[config.mk]
export PLATFORM = sky130hd
export DESIGN_NAME = crc_share_ctrl_flat
export DESIGN_NICKNAME = d
export VERILOG_FILES = /design/src/rtl/crc_share_ctrl_if.sv /design/src/rtl/crc_share_ctrl.sv /design/src/flat_wrapper.sv
export SDC_FILE = /design/constraint.sdc
export NUM_CORES = 1
export LEC_CHECK = 0
export BUFFER_PORTS_ARGS = -buffer_cell sky130_fd_sc_hd__buf_2
export CORE_MARGIN = 2
export CORE_UTILIZATION = 36
export CTS_CLUSTER_DIAMETER = 100
export DETAILED_ROUTE_END_ITERATION = 10
export SLEW_MARGIN = 20
export SYNTH_ARGS = -nofsm -noshare
export SYNTH_HDL_FRONTEND = slang
export SYNTH_SLANG_ARGS = --single-unit
[constraint.sdc]
create_clock -name clk -period 2.7 [get_ports clk]
set_clock_uncertainty 0.15 [all_clocks]
set_input_delay 0.27 -clock clk [delete_from_list [all_inputs] [get_ports clk]]
set_output_delay 0.27 -clock clk [all_outputs]
set_load 0.005 [all_outputs]
[src/rtl/crc_share_ctrl_if.sv]
// crc_share_ctrl_if: request/result bundle between the two byte-stream requesters and crc_share_ctrl
//   req_valid[1:0]  per-channel byte valid (bit i = channel i)
//   req_data[15:0]  per-channel byte, [7:0] = ch0, [15:8] = ch1
//   req_last[1:0]   per-channel last-byte marker, qualified by req_valid
//   req_ready[1:0]  per-channel byte accepted
//   res_valid[1:0]  one-cycle result pulse on the owning channel's bit
//   res_crc[7:0]    CRC result, held until the next result
//   res_err         result is a timeout
//   res_trunc       frame was cut at MAX_LEN
interface crc_share_ctrl_if;
    logic [1:0]  req_valid;
    logic [15:0] req_data;
    logic [1:0]  req_last;
    logic [1:0]  req_ready;
    logic [1:0]  res_valid;
    logic [7:0]  res_crc;
    logic        res_err;
    logic        res_trunc;
    modport master (
        output req_valid, req_data, req_last,
        input  req_ready, res_valid, res_crc, res_err, res_trunc
    );
    modport slave (
        input  req_valid, req_data, req_last,
        output req_ready, res_valid, res_crc, res_err, res_trunc
    );
endinterface

[src/rtl/crc_share_ctrl.sv]
// crc_share_ctrl: round-robin sequencer sharing one keyed CRC engine between two byte-stream channels
//   clk, reset_n         clock and asynchronous active-low reset
//   bus                  requester bundle (crc_share_ctrl_if.slave)
//   key0, key1           per-channel CRC keys
//   busy                 high outside IDLE
//   eng_rst_n            one-cycle active-low engine clear per frame
//   eng_enable/eng_data  engine byte strobe and byte
//   eng_key              engine key, stable for the whole frame
//   eng_crc_done/eng_crc engine completion and result
module crc_share_ctrl #(
    parameter int MAX_LEN      = 64,
    parameter int DONE_TIMEOUT = 32,
    parameter int CNT_W        = 7
) (
    input  logic             clk,
    input  logic             reset_n,
    crc_share_ctrl_if.slave  bus,
    input  logic [15:0]      key0,
    input  logic [15:0]      key1,
    output logic             busy,
    output logic             eng_rst_n,
    output logic             eng_enable,
    output logic [7:0]       eng_data,
    output logic [15:0]      eng_key,
    input  logic             eng_crc_done,
    input  logic [7:0]       eng_crc
);
    localparam int WT_W = $clog2(DONE_TIMEOUT + 1);
    typedef enum logic [2:0] {IDLE, CLEAR, STREAM, WAIT_DONE, RESULT} state_t;
    state_t           state_q, state_d;
    logic             grant_q, grant_d;
    logic             last_grant_q, last_grant_d;
    logic             trunc_q, trunc_d;
    logic [CNT_W-1:0] count_q, count_d;
    logic [WT_W-1:0]  wait_q, wait_d;
    logic [15:0]      key_q, key_d;
    logic [7:0]       res_crc_q, res_crc_d;
    logic             res_err_q, res_err_d;
    logic             res_trunc_q, res_trunc_d;
    logic [7:0]       req_byte;
    logic             accept;

    assign req_byte = grant_q ? bus.req_data[15:8] : bus.req_data[7:0];
    assign accept   = (state_q == STREAM) && bus.req_valid[grant_q];

    always_comb begin
        state_d      = state_q;
        grant_d      = grant_q;
        last_grant_d = last_grant_q;
        trunc_d      = trunc_q;
        count_d      = count_q;
        wait_d       = wait_q;
        key_d        = key_q;
        res_crc_d    = res_crc_q;
        res_err_d    = res_err_q;
        res_trunc_d  = res_trunc_q;
        case (state_q)
            IDLE: if (|bus.req_valid) begin
                // both requesting: the channel not served last time wins
                grant_d      = (&bus.req_valid) ? ~last_grant_q : bus.req_valid[1];
                last_grant_d = grant_d;
                key_d        = grant_d ? key1 : key0;
                state_d      = CLEAR;
            end
            CLEAR: begin
                count_d = '0;
                state_d = STREAM;
            end
            STREAM: begin
                wait_d = '0;
                if (accept) begin
                    count_d = count_q + 1'b1;
                    if (bus.req_last[grant_q]) begin
                        trunc_d = 1'b0;
                        state_d = WAIT_DONE;
                    end else if (count_q + 1'b1 == CNT_W'(MAX_LEN)) begin
                        trunc_d = 1'b1;
                        state_d = WAIT_DONE;
                    end
                end
            end
            WAIT_DONE: begin
                // done takes priority over a timeout landing in the same cycle
                if (eng_crc_done || wait_q == WT_W'(DONE_TIMEOUT - 1)) begin
                    res_crc_d   = eng_crc_done ? eng_crc : 8'h00;
                    res_err_d   = ~eng_crc_done;
                    res_trunc_d = trunc_q;
                    state_d     = RESULT;
                end else begin
                    wait_d = wait_q + 1'b1;
                end
            end
            RESULT: state_d = IDLE;
            default: state_d = IDLE;
        endcase
    end

    always_ff @(posedge clk or negedge reset_n) begin
        if (!reset_n) begin
            state_q      <= IDLE;
            grant_q      <= 1'b0;
            last_grant_q <= 1'b1;
            trunc_q      <= 1'b0;
            count_q      <= '0;
            wait_q       <= '0;
            key_q        <= 16'h0000;
            res_crc_q    <= 8'h00;
            res_err_q    <= 1'b0;
            res_trunc_q  <= 1'b0;
        end else begin
            state_q      <= state_d;
            grant_q      <= grant_d;
            last_grant_q <= last_grant_d;
            trunc_q      <= trunc_d;
            count_q      <= count_d;
            wait_q       <= wait_d;
            key_q        <= key_d;
            res_crc_q    <= res_crc_d;
            res_err_q    <= res_err_d;
            res_trunc_q  <= res_trunc_d;
        end
    end

    assign bus.req_ready = (state_q == STREAM) ? (grant_q ? 2'b10 : 2'b01) : 2'b00;
    assign bus.res_valid = (state_q == RESULT) ? (grant_q ? 2'b10 : 2'b01) : 2'b00;
    assign bus.res_crc   = res_crc_q;
    assign bus.res_err   = res_err_q;
    assign bus.res_trunc = res_trunc_q;
    assign busy          = state_q != IDLE;
    assign eng_rst_n     = state_q != CLEAR;
    assign eng_enable    = accept;
    assign eng_data      = accept ? req_byte : 8'h00;
    assign eng_key       = key_q;
endmodule

[src/flat_wrapper.sv]
// flat-port wrapper written by rule: the top's interface ports become plain ports
module crc_share_ctrl_flat 
#(
    parameter int MAX_LEN      = 64,
    parameter int DONE_TIMEOUT = 32,
    parameter int CNT_W        = 7
)
  (clk, reset_n, key0, key1, busy, eng_rst_n, eng_enable, eng_data, eng_key, eng_crc_done, eng_crc, bus_req_valid, bus_req_data, bus_req_last, bus_req_ready, bus_res_valid, bus_res_crc, bus_res_err, bus_res_trunc);
  crc_share_ctrl_if bus_i ();
  input  logic clk;
  input  logic reset_n;
  input  logic [15:0] key0;
  input  logic [15:0] key1;
  output logic busy;
  output logic eng_rst_n;
  output logic eng_enable;
  output logic [7:0] eng_data;
  output logic [15:0] eng_key;
  input  logic eng_crc_done;
  input  logic [7:0] eng_crc;
  input wire logic [$bits(bus_i.req_valid)-1:0] bus_req_valid;
  input wire logic [$bits(bus_i.req_data)-1:0] bus_req_data;
  input wire logic [$bits(bus_i.req_last)-1:0] bus_req_last;
  output wire logic [$bits(bus_i.req_ready)-1:0] bus_req_ready;
  output wire logic [$bits(bus_i.res_valid)-1:0] bus_res_valid;
  output wire logic [$bits(bus_i.res_crc)-1:0] bus_res_crc;
  output wire logic [$bits(bus_i.res_err)-1:0] bus_res_err;
  output wire logic [$bits(bus_i.res_trunc)-1:0] bus_res_trunc;
  assign bus_i.req_valid = bus_req_valid;
  assign bus_i.req_data = bus_req_data;
  assign bus_i.req_last = bus_req_last;
  assign bus_req_ready = bus_i.req_ready;
  assign bus_res_valid = bus_i.res_valid;
  assign bus_res_crc = bus_i.res_crc;
  assign bus_res_err = bus_i.res_err;
  assign bus_res_trunc = bus_i.res_trunc;
  crc_share_ctrl #(.MAX_LEN(MAX_LEN), .DONE_TIMEOUT(DONE_TIMEOUT), .CNT_W(CNT_W)) u_core (.clk(clk), .reset_n(reset_n), .bus(bus_i), .key0(key0), .key1(key1), .busy(busy), .eng_rst_n(eng_rst_n), .eng_enable(eng_enable), .eng_data(eng_data), .eng_key(eng_key), .eng_crc_done(eng_crc_done), .eng_crc(eng_crc));
endmodule
==> flow_summary.yaml, run 1 <==
logic_synthesis:
  syn-num-nets: 298
  synth-seq-cells: 45
  ys_seq_area_share_pct: 47.7
  netlist_area_mm2: 0.00236
  syn-instance-count: 232
  ys_warn_count: 0
  synth-async-reset-ratio_pct: 100
  synth_ff_type: "dfrtp_1"
  synth_edf_count: 0
  syn_area_per_cell_um2: 10.2
  ys_types: 41
placed_design:
  place.gp.congestion: 0.799
  placed_cells: 405
  dp_hpwl_um: 4000
  place_worst_setup_slack_ns: 0.730
  port_buffers: 103
floorplanning:
  die_area_mm2: 0.00722
  rows: 29
  fp.dieH_um: 85.0
  core-area_mm2: 0.00635
  die_w_um: 85.0
  initial_utilization_pct: 37.2
  num_io_pins: 104
global_route:
  antenna_found_initial: 0
  met3_usage_pct: 4.09
  grt_busiest_layer: "met2"
  use_met1_pct: 20.9
  grt_pass1_vias: 1853
  grtUsageMet2_pct: 23.1
  overflow: 0
  track_usage_pct: 14.8
  grt_max_degree: 32
  grt_pass1_wl_um: 8780
clocking:
  cts_tree: "done"
  post_cts_resize_count: 0
  clk_pin_slew_ns: 0.08
  cts-root-buf: "clkbuf_8"
  cts-buffers-inserted: 5
  cts_buffer_depth: 2
  htree_levels: 2
  cts.sinks: 45
  clk_latency_ns: 0.29
worst_setup_path:
  start_kind: "flip-flop"
  cp_top_family: "simple AND/OR/NAND/NOR gates"
  crit_chain: "nor3b_2 > nand2_2 > inv_2 > buf_2"
  critPathSlowestCell: "dfrtp_1"
  cp_data_required_time_ns: 2.28
  critPathBufInv: 2
  crit_path_max_incr_delay_ns: 0.49
  arrival_ns: 1.67
  worstPathMaxFanout: 19
  critPathKind: "flip-flop to output pin"
  cp-end-kind: "output pin"
timing:
  finalWorstSetupSlack_ns: 0.606
  setup_tns_ns: 0
  max_freq_mhz: 478
  worst_slew_pin_slew_ns: 0.554
  finalHoldViolCount: 0
  fin_crit_sh_pct: 77.5
  setup_viol: 0
  max_slew_margin_pct: 62.9
  rsz0062_at_grt: "false"
  fin_crit_ns: 2.09
  slew_viol_final: 0
drt:
  route.detailed.drc: 0
  drt_iter0_drc: 86
  via_per_inst: 4.82
  drt-pass1-iter-count: 4
  ant_nets: 0
  routed_wl_um: 5240
  num_vias: 1997
  post_drt_wl_per_cell_um: 12.7
worst_hold_path:
  hold_path_class: "input port to flip-flop"
outcome:
  status: "finished clean"
layout:
  utilization_pct: 48.1
  drive_above_1_share_pct: 43.0
  final_nets: 402
  syn_to_final_growth_pct: 29.4
  layoutNonFillerInstCount: 414
  diodes: 0
power_and_ir_drop:
  p_leak_nw: 1.54
  vdd_drop_max_v: 0.000496
  power_density_mw_per_mm2: 935
flow_run:
  maxCapViolations: 0
## kinds of logic after synthesis
kind of cell / share of synthesized area, %
DFF: 47.7
and+or+nand+nor: 17.5
buffers and inverters: 4.24
muxes: 12.0
adders and majority gates: 1.59
AOI/OAI and AO/OA: 15.0
xor gates and xnor gates: 1.85
## where the power goes
part,internal (mW),switching [mW],total (mW)
registers,0.929,0.183,1.11
clock network,0.302,0.217,0.518
logic,0.577,0.650,1.23
## Yosys cell counts, types with 2 or more instances
cell      n  share of area [%]
dfrtp_1  44                 47
nor2_1   36                5.7
mux2i_1  25                 11
nand2_1  15                2.4
a21oi_2  13                4.8
nand3_1   9                1.9
a22o_1    8                3.0
o21ai_0   8                1.7
o21ai_1   8                1.7
a21oi_1   7                1.5
and3_1    5                1.3
buf_2     5                1.1
inv_1     4               0.64
xor2_1    4                1.5
buf_4     3               0.95
ha_1      3                1.6
mux2_2    3                1.4
nand4_1   3               0.79
nor2_2    3               0.79
a31oi_1   2               0.53
and2_1    2               0.53
buf_6     2               0.95
inv_2     2               0.32
## cells in the final DEF, fill, tap and decap left out, types with 3 or more instances in the layout
| master | instances |
|---|---|
| a21oi_1 | 7 |
| a21oi_2 | 13 |
| a22o_1 | 8 |
| and3_1 | 5 |
| buf_2 | 103 |
| buf_4 | 4 |
| clkbuf_8 | 6 |
| dfrtp_1 | 44 |
| ha_1 | 3 |
| inv_1 | 4 |
| mux2_2 | 3 |
| mux2i_1 | 25 |
| nand2_1 | 15 |
| nand3_1 | 9 |
| nand4_1 | 3 |
| nor2_1 | 36 |
| nor2_2 | 3 |
| o21ai_0 | 8 |
| o21ai_1 | 8 |
| xor2_1 | 4 |
## per-layer routing
| metal | share of wire [%] | up-vias |
|---|---|---|
| met1 | 46 | 926 |
| met2 | 48 | 54 |
| li1 | - | 1017 |
| met5 | 0 | - |
| met4 | 0 | 0 |
| met3 | 5.9 | 0 |
## state kept, by name, indices dropped and copies added, names as in the netlist
name,count
u_core.eng_key,16
u_core.bus.res_crc,8
u_core.count_q,7
u_core.wait_q,6
u_core.state_q,3
u_core.bus.res_err,1
u_core.bus.res_trunc,1
u_core.grant_q,1
u_core.last_grant_q,1
u_core.trunc_q,1
## area by class of cell
| class | count | area [um^2] |
|---|---|---|
| clock buffers | 7 | 86.3 |
| clock inverters | 1 | 30.0 |
| fillers | 591 | 3290 |
| inverters | 6 | 22.5 |
| multi-input cells | 170 | 1140 |
| flip-flops and latches | 45 | 1130 |
| well taps | 77 | 96.3 |
| repair buffers | 108 | 556 |
## path summary, 6_finish.rpt
kind | start | to | slack (ns) | depth (start not counted)
min reg2reg | u_core.bus.res_crc[7] | u_core.bus.res_crc[7] | 0.35 | 1
min | eng_crc[7] | u_core.bus.res_crc[7] | 0.04 | 2
max in group asynchronous | reset_n | u_core.last_grant_q | 1.41 | 3
max reg2reg | u_core.wait_q[0] | u_core.bus.res_trunc | 0.73 | 5
max | u_core.state_q[2] | eng_enable | 0.61 | 4
min in group asynchronous | reset_n | u_core.count_q[0] | 0.25 | 2
## stage by stage
step / hold slack [ns] / instance area (um^2) / power (mW)
floorplan: -0.176 / 2360 / 1.95
global placement: 0.0352 / 2930 / 2.35
detailed placement: 0.0403 / 2930 / 2.37
CTS: 0.0315 / 3060 / 2.91
global route: 0.0421 / 3060 / 3.11
finish: 0.0437 / 3060 / 2.86
## timing repair
action | CTS | global route
hold buffers | 1 | 0
setup buffers | 0 | 0
hold endpoints to repair | 14 | 0
(Power assumes the default switching activity.)
==> run 2: changes to the inputs <==
- PLACE_DENSITY: not set -> 0.66
- clock period: 2.7 -> 1.75 ns (I/O delays scaled with it)
==> flow_summary.yaml, run 2 (synthesis gave the netlist of run 1 again) <==
outcome:
  status: "finished clean"
worst_hold_path:
  hp-start: "key0[1]"
  hold_path_class: "input port to flip-flop"
worst_setup_path:
  arrival_ns: 1.41
  critPathKind: "flip-flop to output pin"
  cp_data_required_time_ns: 1.42
  worstPathMaxFanout: 5
  startpoint: "u_core.state_q[0]"
  start_kind: "flip-flop"
  cp-end-kind: "output pin"
  r2r_start: "u_core.state_q[2]"
timing:
  setup_viol: 0
  hold_ws_ns: 0.0265
  worst_slew_pin_slew_ns: 0.437
  max_slew_margin_pct: 70.9
  slew_viol_final: 0
  rsz0062_at_grt: "true"
  max_freq_mhz: 577
  fin_crit_ns: 1.73
  finalHoldViolCount: 0
  fin_crit_sh_pct: 99.0
layout:
  largest_register_ff_count: 16
  final_cell_mix: "buf_2, dfrtp_1, nor2_1, mux2i_1, buf_4"
  fill_cells: 569
  layout_commonest_cell: "buf_2"
  diodes: 0
  drive_above_1_share_pct: 49.2
  final_nets: 437
  utilization_pct: 54.6
  syn_to_final_growth_pct: 46.8
drt:
  num_vias: 2172
  drt-pass1-iter-count: 4
  post_drt_wl_per_cell_um: 13.2
  via_per_inst: 4.84
  wl_met3_um: 222
  route.met2.wl_um: 3100
  route.detailed.drc: 0
  drt_iter0_drc: 93
  wl_met1_um: 2530
  ant_nets: 0
  routed_wl_um: 5940
  top_layer: "met4"
global_route:
  track_usage_pct: 15.9
  grt_pass1_wl_um: 9350
  overflow: 0
  grt_pass1_vias: 2062
  antenna_found_initial: 0
  grt_max_degree: 33
clocking:
  cts_tree: "done"
  cts-root-buf: "clkbuf_8"
  htree_levels: 2
  cts_buffer_depth: 2
  clk_latency_ns: 0.30
  cts-buffers-inserted: 5
  cts.sinks: 45
  clk_pin_slew_ns: 0.09
floorplanning:
  rows: 29
  fp.dieH_um: 85.0
  num_io_pins: 104
  die_area_mm2: 0.00722
  initial_utilization_pct: 37.2
  core-area_mm2: 0.00635
  die_w_um: 85.0
flow_run:
  maxCapViolations: 0
placed_design:
  place.gp.congestion: 0.809
  dp_hpwl_um: 4130
  port_buffers: 103
power_and_ir_drop:
  p_leak_nw: 1.72
  power_density_mw_per_mm2: 1450
  vdd_drop_max_v: 0.000726
## run 2: power breakdown
group	switching (mW)	leakage (nW)	internal, mW	total [mW]
Sequential	0.250	0.550	1.44	1.69
Clock	0.359	0.0574	0.464	0.823
Combinational	1.23	1.11	1.29	2.52
## run 2: critical path, cell delays in order (launching register included)
cell and delay [ns]:
dfrtp_2 0.45, nor3b_4 0.27, nand2_2 0.16, nor2_1 0.11, buf_2 0.12
## run 2: stage by stage
| step | instance area [um^2] | instances | total power, mW | setup TNS (ns) | worst slack [ns] |
|---|---|---|---|---|---|
| floorplan | 2360 | 232 | 3.01 | 0 | 0.156 |
| global placement | 3020 | 412 | 3.74 | 0 | 0.0966 |
| detailed placement | 3020 | 412 | 3.79 | 0 | 0.0569 |
| CTS | 3340 | 441 | 4.84 | -0.0123 | -0.00765 |
| global route | 3470 | 449 | 5.40 | -0.486 | -0.0699 |
| finish | 3470 | 449 | 5.03 | 0 | 0.0180 |
## run 2: metal layers
layer  vias up  GRT usage, %
met5         -             0
met1      1028          19.3
met4         0          5.48
li1       1093             -
met2        44          28.5
met3         7          2.53
## run 2: final timing paths
path	end	slack (ns)	cells past startpoint
setup / recovery	eng_data[7]	0.02	4
hold / removal	u_core.eng_key[1]	0.03	3
setup reg to reg	u_core.wait_q[5]	0.05	6
hold reg to reg	u_core.bus.res_crc[2]	0.36	1
max in group asynchronous	u_core.last_grant_q	0.72	3
min in group asynchronous	u_core.eng_key[2]	0.19	2
## run 2: what timing repair did
item                                    4_1_cts  5_1_grt
hold endpoints to repair                     37        0
pin swaps                                     8       10
cloned                                        1        1
hold buffers                                 11        0
endpoints found under the setup margin       12       44
setup buffers                                10        7
gates resized for setup                       7       15
## run 2: final cells by class
type	count	area (um^2)	share of cell area [%]
well taps	77	96.3	2.78
flip-flops and latches	45	1130	32.6
clock buffers	6	82.6	2.38
repair buffers	142	901	26.0
clock inverters	2	37.5	1.08
multi-input cells	171	1190	34.4
inverters	6	25.0	0.722
==> run 3: changes to the inputs <==
- PLACE_DENSITY: 0.66 -> not set
- REMOVE_ABC_BUFFERS: not set -> 1
- clock period: 1.75 -> 2.2 ns (I/O delays scaled with it)
==> flow_summary.yaml, run 3 (synthesis gave the netlist of run 1 again) <==
outcome:
  status: "finished clean"
layout:
  layoutNonFillerInstCount: 425
  diodes: 0
  largest_register_ff_count: 16
  final_cell_mix: "buf_2, dfrtp_1, nor2_1, mux2i_1, nand2_1"
  layout_commonest_cell: "buf_2"
  syn_to_final_growth_pct: 34.4
  fill_cells: 629
  utilization_pct: 50.0
  stdcell_area_mm2: 0.00317
  drive_above_1_share_pct: 42.2
  final_nets: 413
clocking:
  post_cts.repair.setup_buffers: 0
  clk_latency_ns: 0.30
  clk_pin_slew_ns: 0.09
  cts-buffers-inserted: 5
  cts.sinks: 45
  cts_tree: "done"
  htree_levels: 2
  cts_buffer_depth: 2
  cts-root-buf: "clkbuf_8"
timing:
  max_slew_margin_pct: 70.7
  fin_crit_ns: 2.04
  fin_crit_sh_pct: 92.5
  setup_viol: 0
  max_freq_mhz: 491
  rsz0062_at_grt: "false"
  worst_slew_pin_slew_ns: 0.438
  finalHoldViolCount: 0
  slew_viol_final: 0
  setup_tns_ns: 0
placed_design:
  placed_cells: 407
  dp_hpwl_um: 4130
  place.gp.congestion: 0.755
  place_area_mm2: 0.00296
  port_buffers: 103
worst_setup_path:
  start_kind: "input port"
  worstPathMaxFanout: 19
  reg2reg_slack_ns: 0.21
  cp_data_required_time_ns: 1.83
  cp-end-kind: "output pin"
  rr_worst_depth: 5
  arrival_ns: 1.67
  critPathKind: "input port to output pin"
global_route:
  overflow: 0
  grt_max_degree: 33
  grt_pass1_vias: 1993
  track_usage_pct: 15.9
  antenna_found_initial: 0
  grt_pass1_wl_um: 9270
floorplanning:
  core-area_mm2: 0.00635
  die_w_um: 85.0
  fp.dieH_um: 85.0
  die_area_mm2: 0.00722
  rows: 29
  num_io_pins: 104
  initial_utilization_pct: 37.2
worst_hold_path:
  whs_path_depth: 3
  hold_path_class: "input port to flip-flop"
power_and_ir_drop:
  power_density_mw_per_mm2: 1120
  vdd_drop_max_v: 0.000521
  p_leak_nw: 1.59
drt:
  via_per_inst: 4.90
  drt-pass1-iter-count: 4
  route.detailed.drc: 0
  drt_iter0_drc: 88
  routed_wl_um: 5570
  post_drt_wl_per_cell_um: 13.1
  num_vias: 2081
  ant_nets: 0
flow_run:
  maxCapViolations: 0
run 3: repair_timing:
item,in CTS,in global routing
endpoints found under the hold margin,23,0
resized for setup,0,1
setup endpoints to repair,0,1
hold buffers,10,0
run 3: path summary, 6_finish.rpt:
| check | to | from |
|---|---|---|
| max | eng_enable | bus_req_valid[0] |
| min | u_core.last_grant_q | bus_req_valid[1] |
| max reg2reg | u_core.bus.res_trunc | u_core.wait_q[0] |
| min reg2reg | u_core.bus.res_crc[3] | u_core.bus.res_crc[3] |
| max in group asynchronous | u_core.last_grant_q | reset_n |
| min in group asynchronous | u_core.eng_key[9] | reset_n |
run 3: report_power, final:
group | total, mW | switching [mW] | internal, mW
Combinational | 1.57 | 0.823 | 0.746
Clock | 0.616 | 0.275 | 0.341
Sequential | 1.37 | 0.230 | 1.14
run 3: worst max-delay path, cell delays in order:
cell and delay, ns:
dlygate4sd3_1 0.53, buf_2 0.15, mux2_2 0.30, nand2_4 0.20
inv_2 0.12, buf_2 0.14
run 3: final cells by class:
class / instances / area (um^2) / area share [%]
Sequential cell: 45 / 1130 / 35.5
Clock buffer: 6 / 72.6 / 2.29
Clock inverter: 2 / 38.8 / 1.22
Multi-Input combinational cell: 170 / 1140 / 36.0
Inverter: 6 / 22.5 / 0.710
Tap cell: 77 / 96.3 / 3.04
Timing Repair Buffer: 119 / 673 / 21.2
run 3: through the flow:
stage / hold WS, ns / setup WS [ns] / power [mW]
floorplan: -0.226 / 0.0279 / 2.30
global placement: 0.0175 / 0.300 / 2.92
detailed placement: 0.0219 / 0.211 / 2.95
CTS: 0.0461 / 0.00945 / 3.60
global route: 0.0759 / 0.0750 / 3.88
finish: 0.0526 / 0.164 / 3.56
run 3: routing by layer:
layer / wire, um / share of wire [%] / global-route usage [%]
met1: 2440 / 44 / 20.9
met2: 2600 / 47 / 25.9
met3: 446 / 8.0 / 3.60
met4: 88 / 1.6 / 5.63
met5: 0 / 0 / 0
